--- src/rtl/denormalize_if.sv ---
// Stream-in / accumulator-out bundle for the fp32 denormalizer.
// Carries special_cnt only when DENORMALIZE_SPECIAL_CNT_EN is defined.
interface denormalize_if;
  logic        start;
  logic        s_valid;
  logic [31:0] s_data;
  logic        s_ready;
  logic        outr;
  logic        signo;
  logic [9:0]  expo;
  logic [31:0] addo;
  logic        busy;
  logic        done;
`ifdef DENORMALIZE_SPECIAL_CNT_EN
  logic [7:0]  special_cnt;

  modport master (
    output start, s_valid, s_data,
    input  s_ready, outr, signo, expo, addo, busy, done, special_cnt
  );
  modport slave (
    input  start, s_valid, s_data,
    output s_ready, outr, signo, expo, addo, busy, done, special_cnt
  );
`else
  modport master (
    output start, s_valid, s_data,
    input  s_ready, outr, signo, expo, addo, busy, done
  );
  modport slave (
    input  start, s_valid, s_data,
    output s_ready, outr, signo, expo, addo, busy, done
  );
`endif
endinterface

--- src/rtl/denormalize.sv ---
// Converts a sequence of LEN fp32 words into accumulator (sign, exponent, mantissa) form.
// Optional special-value counter enabled by DENORMALIZE_SPECIAL_CNT_EN.
module denormalize #(
  parameter int unsigned LEN = 16
) (
  input logic          clk,
  input logic          rst_n,
  denormalize_if.slave bus
);

  typedef enum logic [1:0] {StIdle, StLoad, StLast} state_t;

  localparam logic [8:0] LastIdx = 9'(LEN - 1);

  state_t      r_state, w_state_d;
  logic [8:0]  r_cnt, w_cnt_d;
  logic        w_accept;
  logic [7:0]  w_exp;
  logic        w_signo;
  logic [9:0]  w_expo;
  logic [31:0] w_addo;

  logic        r_outr;
  logic        r_signo;
  logic [9:0]  r_expo;
  logic [31:0] r_addo;

  assign w_accept = (r_state == StLoad) && bus.s_valid;
  assign w_exp    = bus.s_data[30:23];

  always_ff @(posedge clk or negedge rst_n) begin
    if (!rst_n) begin
      r_state <= StIdle;
      r_cnt   <= '0;
    end else begin
      r_state <= w_state_d;
      r_cnt   <= w_cnt_d;
    end
  end

  always_comb begin
    w_state_d = r_state;
    w_cnt_d   = r_cnt;
    case (r_state)
      StIdle: begin
        if (bus.start) begin
          w_state_d = StLoad;
          w_cnt_d   = '0;
        end
      end
      StLoad: begin
        if (w_accept) begin
          if (r_cnt == LastIdx) begin
            w_state_d = StLast;
            w_cnt_d   = '0;
          end else begin
            w_cnt_d = r_cnt + 9'd1;
          end
        end
      end
      StLast: begin
        // A start coinciding with done chains straight into the next sequence.
        w_state_d = bus.start ? StLoad : StIdle;
        w_cnt_d   = '0;
      end
      default: begin
        w_state_d = StIdle;
        w_cnt_d   = '0;
      end
    endcase
  end

  always_comb begin
    w_signo = 1'b0;
    w_expo  = '0;
    w_addo  = '0;
    if (w_exp == 8'hFF) begin
      w_signo = bus.s_data[31];
      w_expo  = 10'd365;
      w_addo  = 32'h7FFF_FF80;
    end else if (w_exp != 8'h00) begin
      w_signo = bus.s_data[31];
      w_expo  = {2'b00, w_exp} + 10'd111;
      w_addo  = {1'b0, 1'b1, bus.s_data[22:0], 7'b0};
    end
  end

  // Outputs hold their last converted word while no word is accepted.
  always_ff @(posedge clk or negedge rst_n) begin
    if (!rst_n) begin
      r_outr  <= 1'b0;
      r_signo <= 1'b0;
      r_expo  <= '0;
      r_addo  <= '0;
    end else begin
      r_outr <= w_accept;
      if (w_accept) begin
        r_signo <= w_signo;
        r_expo  <= w_expo;
        r_addo  <= w_addo;
      end
    end
  end

  assign bus.s_ready = (r_state == StLoad);
  assign bus.busy    = (r_state != StIdle);
  assign bus.done    = (r_state == StLast);
  assign bus.outr    = r_outr;
  assign bus.signo   = r_signo;
  assign bus.expo    = r_expo;
  assign bus.addo    = r_addo;

`ifdef DENORMALIZE_SPECIAL_CNT_EN
  logic       w_special;
  logic [7:0] r_special_cnt;

  assign w_special = (w_exp == 8'h00) || (w_exp == 8'hFF);

  always_ff @(posedge clk or negedge rst_n) begin
    if (!rst_n) begin
      r_special_cnt <= '0;
    end else if ((r_state == StIdle) && bus.start) begin
      r_special_cnt <= '0;
    end else if (w_accept && w_special && (r_special_cnt != 8'hFF)) begin
      r_special_cnt <= r_special_cnt + 8'd1;
    end
  end

  assign bus.special_cnt = r_special_cnt;
`endif

endmodule

--- src/flat_wrapper.sv ---
// flat-port wrapper written by rule: the top's interface ports become plain ports
module denormalize_flat 
#(
  parameter int unsigned LEN = 16
)
  (clk, rst_n, bus_start, bus_s_valid, bus_s_data, bus_s_ready, bus_outr, bus_signo, bus_expo, bus_addo, bus_busy, bus_done);
  denormalize_if bus_i ();
  input logic clk;
  input logic rst_n;
  input wire logic [$bits(bus_i.start)-1:0] bus_start;
  input wire logic [$bits(bus_i.s_valid)-1:0] bus_s_valid;
  input wire logic [$bits(bus_i.s_data)-1:0] bus_s_data;
  output wire logic [$bits(bus_i.s_ready)-1:0] bus_s_ready;
  output wire logic [$bits(bus_i.outr)-1:0] bus_outr;
  output wire logic [$bits(bus_i.signo)-1:0] bus_signo;
  output wire logic [$bits(bus_i.expo)-1:0] bus_expo;
  output wire logic [$bits(bus_i.addo)-1:0] bus_addo;
  output wire logic [$bits(bus_i.busy)-1:0] bus_busy;
  output wire logic [$bits(bus_i.done)-1:0] bus_done;
  assign bus_i.start = bus_start;
  assign bus_i.s_valid = bus_s_valid;
  assign bus_i.s_data = bus_s_data;
  assign bus_s_ready = bus_i.s_ready;
  assign bus_outr = bus_i.outr;
  assign bus_signo = bus_i.signo;
  assign bus_expo = bus_i.expo;
  assign bus_addo = bus_i.addo;
  assign bus_busy = bus_i.busy;
  assign bus_done = bus_i.done;
  denormalize #(.LEN(LEN)) u_core (.clk(clk), .rst_n(rst_n), .bus(bus_i));
endmodule
--- config.mk ---
export PLATFORM = sky130hd
export DESIGN_NAME = denormalize_flat
export DESIGN_NICKNAME = d
export VERILOG_FILES = /design/src/rtl/denormalize_if.sv /design/src/rtl/denormalize.sv /design/src/flat_wrapper.sv
export SDC_FILE = /design/constraint.sdc
export NUM_CORES = 1
export LEC_CHECK = 0
export BUFFER_PORTS_ARGS = -buffer_cell sky130_fd_sc_hd__buf_2
export CORE_AREA = 2 2 68 70
export CTS_CLUSTER_DIAMETER = 30
export CTS_CLUSTER_SIZE = 30
export DETAILED_ROUTE_END_ITERATION = 7
export DIE_AREA = 0 0 70 72
export PLACE_DENSITY = 0.82
export SLEW_MARGIN = 40
export SYNTH_ARGS = -nofsm -noshare
export SYNTH_HDL_FRONTEND = slang
export SYNTH_SLANG_ARGS = --single-unit
--- constraint.sdc ---
create_clock -name clk -period 2.8 [get_ports clk]
set_input_delay 0.28 -clock clk [delete_from_list [all_inputs] [get_ports clk]]
set_output_delay 0.28 -clock clk [all_outputs]
set_load 0.03 [all_outputs]
==> run summary, run 1 <==
Area grow syn2layout: 21.36%
Post-synthesis area per instance: 11.00 um2
Setup TNS: 0 ns
Part of the power in registers: 0.378
Fin Clk Skew: 0.007427 ns
Full die area: 5040 um2
Max transition margin: 0.5907
RSZ-0062 raised after global routing: no
Final Hold Fails: 0
Drc violations: 0
Largest net degree at the start of global routing: 47
Clock root buffer: clkbuf_8
Clock power share: 0.146
Switching Share: 0.4513
VDD IR-drop max: 0.3966 mV
Top FF cell, synth: dfrtp_1
Cells after Synth: 196
Switch Pwr: 1.299 mW
Crit path DAT: 2.41 ns
HP Class: in -> reg
Final setup vio count: 0
GRT overflow: 0
Type of origin of the critical path: register
Via count: 1714
Kind of end point of the critical path: register
Max Freq: 460.4 MHz
CP Max Fanout: 19
Die width: 70 um
Worst Path Required: 3.03 ns
IO buf count: 73
ANT cells: 0
Worst-Skew Late Latency: 0.30 ns
Cts hold-fix bufs: 1
Gpl congestion: 0.8573
Post-synth EDFFs: 0
Ys async rst share: 1.000
Status: finished, final reports clean
Number of global-route vias before repair: 1555
Cells on worst reg2reg path: 4
Site row count: 24
Leakage power: 1.386 nW
Synth cell types: 37
Starting Density: 0.5056
Final Critical Period: 2.172 ns
Global-route wire length before repair: 7.251 mm
Yosys reg bits: 46
Sequential area share after synthesis: 0.5340
Antenna-violating nets left: 0
Tot GR Track Use: 0.1819
Area of the mapped netlist: 2156 um2
CP Class: reg -> reg
Comb power frac: 0.477
Worst slew pin tran: 0.6119 ns
Share of cells above drive strength 1: 0.3370
DP Worst Slack: 0.6630 ns
Slew Limit Fails: 0
Die H: 72 um
Max-cap violations: 0
Via/cell ratio: 5.323
CTS tree: built
Max clock buf depth: 2
WL final: 4.547 mm
WL/cell: 14.12 um
Commonest cells after routing, fill and taps aside: 72 x buf_2, 46 x dfrtp_1, 26 x nand2_1
Post-DP HPWL: 3.328 mm
Io pins: 83
CTS buffer count: 5
Commonest non-fill, non-tap cell in the layout: buf_2
Yosys Warn Count: 0
Clock Sinks: 46
CTS H-tree lvls: 2
Pwr/cell area: 1100 nW/um2
Setup ws final: 0.6280 ns
Worst-path clk slew: 0.08 ns
Cell Int Power: 1.579 mW
DRT iter0 DRCs: 104
1st-pass router iterations: 4
Hold depth: 2
Final nets: 309
Initial antenna violation count: 0
Tcrit/Tclk final: 0.7757
Core Area: 4264 um2
Post-CTS setup buffers: 0
CTS resizes: 0
per-layer routing:
layer  vias to the layer above  global-route usage  share of wire
met5                         -                   0              0
li1                        831                   -              -
met4                         0             0.05128         0.0097
met2                        58              0.2847           0.46
met1                       820              0.2544           0.47
met3                         5             0.04722          0.057
worst max-delay path, stage by stage, from the launching register on:
cell,delay [ns]
dfrtp_1,0.48
nand3b_1,0.52
a31oi_2,0.60
buf_4,0.33
a221o_1,0.18
power groups by stage:
stage	Combinational (mW)	Clock (mW)	Sequential, mW
CTS	1.39	0.430	1.09
global route	1.48	0.454	1.12
detailed placement	1.39	0	1.10
finish	1.37	0.419	1.09
global placement	1.36	0	1.09
floorplan	0.528	0	1.56
Yosys cell counts, drive strengths merged, types with 2 or more instances:
cell	n	area (um2)
ha	4	50.05
inv	6	22.52
xor2	11	96.34
o211ai	2	15.01
nand3	2	10.01
nor2b	4	25.02
nor3	3	26.28
a31oi	4	25.02
clkbuf	6	23.77
a221o	17	170.2
and4	2	17.52
a22o	6	52.55
nand2	26	97.59
mux2	2	22.52
o21ai	14	70.07
dfrtp	46	1151
a21oi	2	13.76
buf	13	108.9
nor2	10	37.54
and3	3	18.77
cell families (layout without fill, tap and decap cells):
family	count (synthesis)	after routing	share of synthesized area
simple gates	58	58	0.1352
compound gates	49	49	0.1788
flops	46	46	0.5340
buf+inv	25	91	0.07196
xor+xnor	11	11	0.04469
fa+ha+maj	4	4	0.02322
mux	2	2	0.01045
other cells	1	9	0.001739
through the flow:
stage,instances,power [mW],instance area (um2),utilization,hold WS [ns]
2_1_floorplan,204,2.087,2186,-,-0.01559
3_3_place_gp,313,2.449,2512,0.5892,0.4477
3_5_place_dp,313,2.485,2515,0.5898,0.3184
4_1_cts,322,2.903,2616,0.6136,0.1912
5_1_grt,322,3.054,2616,0.6136,0.1901
6_report,322,2.878,2616,0.6136,0.2018
state kept, by name (all words and copies together), names as in the netlist:
| signal | flops |
|---|---|
| u_core.bus.outr | 1 |
| u_core.r_state | 2 |
| u_core.r_cnt | 9 |
| u_core.bus.signo | 1 |
| u_core.bus.addo | 24 |
| u_core.bus.expo | 9 |
worst paths after layout:
| kind | end | slack, ns | startpoint |
|---|---|---|---|
| worst max-delay path | u_core.bus.addo[29] | 0.63 | u_core.r_state[1] |
| worst min-delay path | u_core.bus.signo | 0.20 | bus_s_data[31] |
| worst max register to register | u_core.bus.addo[29] | 0.63 | u_core.r_state[1] |
| worst min register to register | u_core.bus.addo[14] | 0.47 | u_core.bus.addo[14] |
| max in group asynchronous | u_core.bus.expo[4] | 1.89 | rst_n |
| min in group asynchronous | u_core.bus.addo[17] | 0.51 | rst_n |
layout make-up:
type | instances | area [um2]
Fill cell | 365 | 1648
Inverter | 6 | 22.52
Clock buffer | 7 | 86.33
Timing Repair Buffer | 77 | 400.4
Multi-Input combinational cell | 133 | 885.9
Clock inverter | 1 | 5.005
Tap cell | 52 | 65.06
Sequential cell | 46 | 1151
Power figures use the tool's default switching activity.
==> run 2: changes to the inputs <==
CORE_AREA = 2 2 71 73   (was 2 2 68 70)
DIE_AREA = 0 0 73 75   (was 0 0 70 72)
PLACE_DENSITY = 0.76   (was 0.82)
clock period = 2.1 ns   (was 2.8 ns; I/O delays follow)
==> run 2 against run 1 <==
Critical path depth fell by 1; via count rose by 0.99%; largest cell class unchanged; total power grew 33%; largest power group unchanged; combinational power grew 36%; worst setup slack lost 0.15 ns; cell count increased by 2.5%; die area increased by 8.6%; clock-buffer cell count is 2 lower; critical path type is now reg -> out.
==> run summary, run 2 (same netlist as run 1, synthesis figures left out) <==
Status: finished, final reports clean
Largest net degree at the start of global routing: 47
Comb power frac: 0.486
Critical R2R Launch: u_core.r_state[0]
Design Power: 3.831 mW
Kind of end point of the critical path: output pin
Fin Clk Skew: 0.006357 ns
Clock Sinks: 46
Type of origin of the critical path: register
WL final: 4.550 mm
Commonest non-fill, non-tap cell in the layout: buf_2
Largest register FFs: 24
ANT cells: 0
Starting Density: 0.4626
Max Freq: 615.7 MHz
CTS resizes: 0
VDD IR-drop max: 0.6979 mV
Worst Path Required: 1.89 ns
Switching Share: 0.4523
Cells on worst reg2reg path: 5
Worst Setup SP: u_core.r_state[1]
Io pins: 83
CP endpoint: bus_s_ready
Post-DP HPWL: 3.294 mm
Die H: 75 um
Leakage power: 1.417 nW
Slew Limit Fails: 0
Crit-path slowest cell: dfrtp_1
Share of cells above drive strength 1: 0.3551
CTS tree: built
Tcrit/Tclk final: 0.7735
Global-route wire length before repair: 7.486 mm
CP peak stage delay: 0.39 ns
Tot GR Track Use: 0.1794
Full die area: 5475 um2
Final Hold Fails: 0
RSZ-0062 raised after global routing: no
Via/cell ratio: 5.245
GRT overflow: 0
End of the worst register-to-register path: u_core.bus.addo[21]
Max-cap violations: 0
Antenna-violating nets left: 0
Setup TNS: 0 ns
# placed instances: 321
Final setup vio count: 0
Final nets: 315
CP Class: reg -> out
Site row count: 25
DRT iter0 DRCs: 80
Switch Pwr: 1.733 mW
Final Critical Period: 1.624 ns
Worst reg-to-reg setup slack: 0.50 ns
Fin cells: 330
Max clock buf depth: 2
Drc violations: 0
CP Max Fanout: 10
Worst-Skew Late Latency: 0.30 ns
Part of the power in registers: 0.374
Clock root buffer: clkbuf_8
Post-CTS setup buffers: 0
Initial antenna violation count: 0
Core Area: 4661 um2
Number of global-route vias before repair: 1635
Area grow syn2layout: 23.97%
HP Class: in -> reg
Cell Int Power: 2.098 mW
Commonest cells after routing, fill and taps aside: 73 x buf_2, 46 x dfrtp_1, 26 x nand2_1
Gpl congestion: 0.8626
DP Worst Slack: 0.4447 ns
Crit path DAT: 1.41 ns
Hold Path Origin: bus_s_data[31]
Worst-path clk slew: 0.09 ns
WL/cell: 13.79 um
Hold depth: 2
Clock power share: 0.140
1st-pass router iterations: 4
CTS H-tree lvls: 2
Pwr/cell area: 1433 nW/um2
Die width: 73 um
IO buf count: 73
Via count: 1731
Crit-path cells: buf_4 > nor2b_1 > buf_2
CTS buffer count: 5
Setup ws final: 0.4758 ns
-- run 2: routing by layer --
| metal | track usage | vias to the layer above | share of wire |
|---|---|---|---|
| li1 | - | 841 | - |
| met1 | 0.2351 | 833 | 0.44 |
| met2 | 0.2873 | 52 | 0.49 |
| met3 | 0.05489 | 5 | 0.055 |
| met4 | 0.05556 | 0 | 0.011 |
| met5 | 0 | - | 0 |
-- run 2: power by group through the flow --
stage | logic, mW | registers (mW) | clock network [mW]
final | 1.86 | 1.43 | 0.536
after global routing | 2.03 | 1.48 | 0.591
after floorplan | 0.703 | 2.08 | 0
after CTS | 1.89 | 1.44 | 0.557
after global placement | 1.86 | 1.45 | 0
after detailed placement | 1.89 | 1.45 | 0
-- run 2: worst min path at each step --
| stage | to |
|---|---|
| 3_3_place_gp | u_core.bus.addo[17] |
| 4_1_cts | u_core.bus.signo |
| 2_1_floorplan | u_core.bus.addo[10] |
| 6_report | u_core.bus.signo |
| 3_5_place_dp | u_core.bus.addo[19] |
| 5_1_grt | u_core.bus.addo[27] |
-- run 2: metrics by stage --
stage	instance area, um2	hold WS [ns]	utilization
floorplan	2186	-0.08559	-
global route	2673	0.1246	0.5734
global placement	2572	0.2082	0.5519
finish	2673	0.1236	0.5734
detailed placement	2572	0.2088	0.5519
CTS	2673	0.1130	0.5734
-- run 2: critical path: cells and delay by family, from the launching register on --
kind,cells,cell delay (ns)
buffers and inverters,2,0.44
AND/OR/NAND/NOR,1,0.29
flip-flops,1,0.39
-- run 2: area by class of cell --
class,count,area (um2)
repair buffers,83,455.4
clock buffers,5,68.82
multi-input cells,133,885.9
clock inverters,3,21.27
flip-flops and latches,46,1151
inverters,6,22.52
fillers,431,1988
well taps,54,67.56
-- run 2: timing repair --
item                       CTS  global route
setup endpoints to repair    0             0
hold buffers                 1             0
hold endpoints to repair    46             0
==> run 3: changes to the inputs <==
ABC_AREA = 1   (was unset)
CORE_AREA = 2 2 74 76   (was 2 2 71 73)
DIE_AREA = 0 0 76 78   (was 0 0 73 75)
PLACE_DENSITY = 0.77   (was 0.76)
clock period = 1.6 ns   (was 2.1 ns; I/O delays follow)
==> run 3 against run 2 <==
Sequential cell count is the same; die area grew 8.3%; critical path type is now reg -> reg; non-clock buffer count shrank 1; highest routed layer unchanged; core utilization grew 2.4 points; wire length grew 19%; sequential share of layout area shrank 4.8 points; largest power group is now sequential cells.
==> run summary, run 3 <==
Worst slew pin tran: 0.5263 ns
ANT cells: 0
Drc violations: 0
Full die area: 5928 um2
CTS buffer count: 5
Footprint of the multi-input gates: 1051 um2
Count leader, synth: nand2_1
CTS tree: built
Commonest cells after routing, fill and taps aside: 156 x nand2_1, 73 x buf_2, 46 x dfrtp_1
Hold Path End: u_core.bus.addo[20]
Fillcell total: 479
Post-DP HPWL: 3.990 mm
Gpl congestion: 0.7709
Kind of end point of the critical path: register
Die H: 78 um
Setup ws final: 0.2287 ns
Max transition margin: 0.6491
CTS resizes: 0
Global-route wire length before repair: 9.377 mm
Utilization after layout: 0.5973
Metal2 WL: 2.675 mm
Ys async rst share: 1.000
CP Class: reg -> reg
Antenna-violating nets left: 0
Largest net degree at the start of global routing: 38
Fin cells: 489
Worst reg-to-reg setup slack: 0.23 ns
CP Max Fanout: 37
Max Freq: 729.2 MHz
Post-synth EDFFs: 0
VDD IR-drop max: 0.7109 mV
Die width: 76 um
Max-cap violations: 0
Via count: 2232
Placed cell area: 2889 um2
Slew Limit Fails: 0
Site row count: 26
Status: finished, final reports clean
Cells on worst reg2reg path: 6
Yosys Warn Count: 0
Cells after Synth: 341
Share of cells above drive strength 1: 0.2243
Crit path DAT: 1.59 ns
Worst-path clk slew: 0.08 ns
Clock Sinks: 46
Type of origin of the critical path: register
Met1 Wirelength: 2.348 mm
Design Power: 3.925 mW
Post-route cell area: 3012 um2
Tot GR Track Use: 0.1945
HP Class: in -> reg
Hold Path Origin: bus_s_data[13]
Top FF cell, synth: dfrtp_1
DR top layer: met4
Final Hold Fails: 0
Synth top area cells: dfrtp_1 46%, nand2_1 24%, inv_1 6.2%
WL final: 5.411 mm
Pwr/cell area: 1303 nW/um2
Area of the mapped netlist: 2489 um2
Largest register FFs: 24
Io pins: 83
DP Worst Slack: 0.2276 ns
Routed wl met3: 349 um
Clock root buffer: clkbuf_8
End of the worst register-to-register path: u_core.bus.expo[4]
Post-synthesis area per instance: 7.298 um2
Worst Path Required: 1.82 ns
Core Area: 5042 um2
Via/cell ratio: 4.564
RSZ-0062 raised after global routing: no
Hold depth: 3
Register area: 1151 um2
Final Critical Period: 1.371 ns
CTS H-tree lvls: 2
Setup TNS: 0 ns
DRT iter0 DRCs: 203
Initial antenna violation count: 0
Commonest non-fill, non-tap cell in the layout: nand2_1
1st-pass router iterations: 6
Critical R2R Launch: u_core.r_state[1]
Final nets: 459
Fin Clk Skew: 0.007507 ns
Synth cell types: 24
Tcrit/Tclk final: 0.8571
Worst-Skew Late Latency: 0.30 ns
Yosys top cell area share: 0.4625
Post-synth top cells: 156 x nand2_1, 46 x dfrtp_1, 41 x inv_1
Number of global-route vias before repair: 2189
Yosys reg bits: 46
WL/cell: 11.07 um
Area grow syn2layout: 21.02%
Sequential area share after synthesis: 0.4625
Leakage power: 1.842 nW
GRT overflow: 0
Post-CTS setup buffers: 0
Starting Density: 0.4935
Final Hold Slack: 0.05852 ns
Final setup vio count: 0
IO buf count: 73
Leading area contributor after synthesis: dfrtp_1
# placed instances: 481
Max clock buf depth: 2
==> run 3: cell types whose count changed after synthesis, moves of 10 or more <==
cell     previous run  this run
nand3_1             2        17
a221o_1            17         0
inv_1               6        41
nor2_1             10        32
xor2_1             11         1
nand2_1            26       156
o21ai_0            14         4
==> run 3: kinds of logic after synthesis <==
kind of cell               synth area share
xor gates and xnor gates           0.007040
buffers and inverters                0.1272
DFF                                  0.4625
AOI/OAI and AO/OA                   0.02061
adders and majority gates           0.02011
other                              0.001507
and+or+nand+nor                      0.3610
==> run 3: layer usage <==
metal	track usage	vias to the layer above
met5	0	-
met3	0.04186	4
met2	0.3473	85
met1	0.2341	987
li1	-	1156
met4	0.06545	0
==> run 3: layout make-up <==
cell class,instances,area share
tap,70,0.02908
inverter,43,0.05359
clock buffer,6,0.02742
multi-input combinational,241,0.3490
timing repair buffer,82,0.1487
sequential,46,0.3822
clock inverter,1,0.009971
==> run 3: repair_timing <==
action                                  4_1_cts  5_1_grt
endpoints found under the hold margin        22        0
hold buffers                                  1        0
endpoints found under the setup margin        0        0
==> run 3: worst max-delay path: stages, from the launching register on <==
cell and delay (ns):
dfrtp_1 0.44, nor2_8 0.21, nand2_4 0.08, buf_12 0.18, inv_2 0.11, o21ai_1 0.11, o21ai_0 0.16
==> run 3: how the worst max path moves through the flow <==
stage	startpoint	end	slack (ns)	cells past startpoint
final	u_core.r_state[1]	u_core.bus.expo[4]	0.23	6
after global routing	u_core.r_state[1]	u_core.bus.expo[4]	0.13	6
after CTS	u_core.r_state[1]	u_core.bus.expo[4]	0.21	6
after detailed placement	u_core.r_state[1]	u_core.bus.expo[3]	0.23	6
after global placement	u_core.r_state[1]	u_core.bus.expo[3]	0.24	6
after floorplan	u_core.r_state[1]	u_core.bus.addo[20]	0.26	8
==> run 3: where the power goes <==
group	internal (mW)	switching [mW]	leakage (nW)	total, mW
registers	1.42	0.186	0.565	1.61
logic	0.445	0.994	1.22	1.44
clock network	0.500	0.380	0.0573	0.880
total	2.37	1.56	1.84	3.93
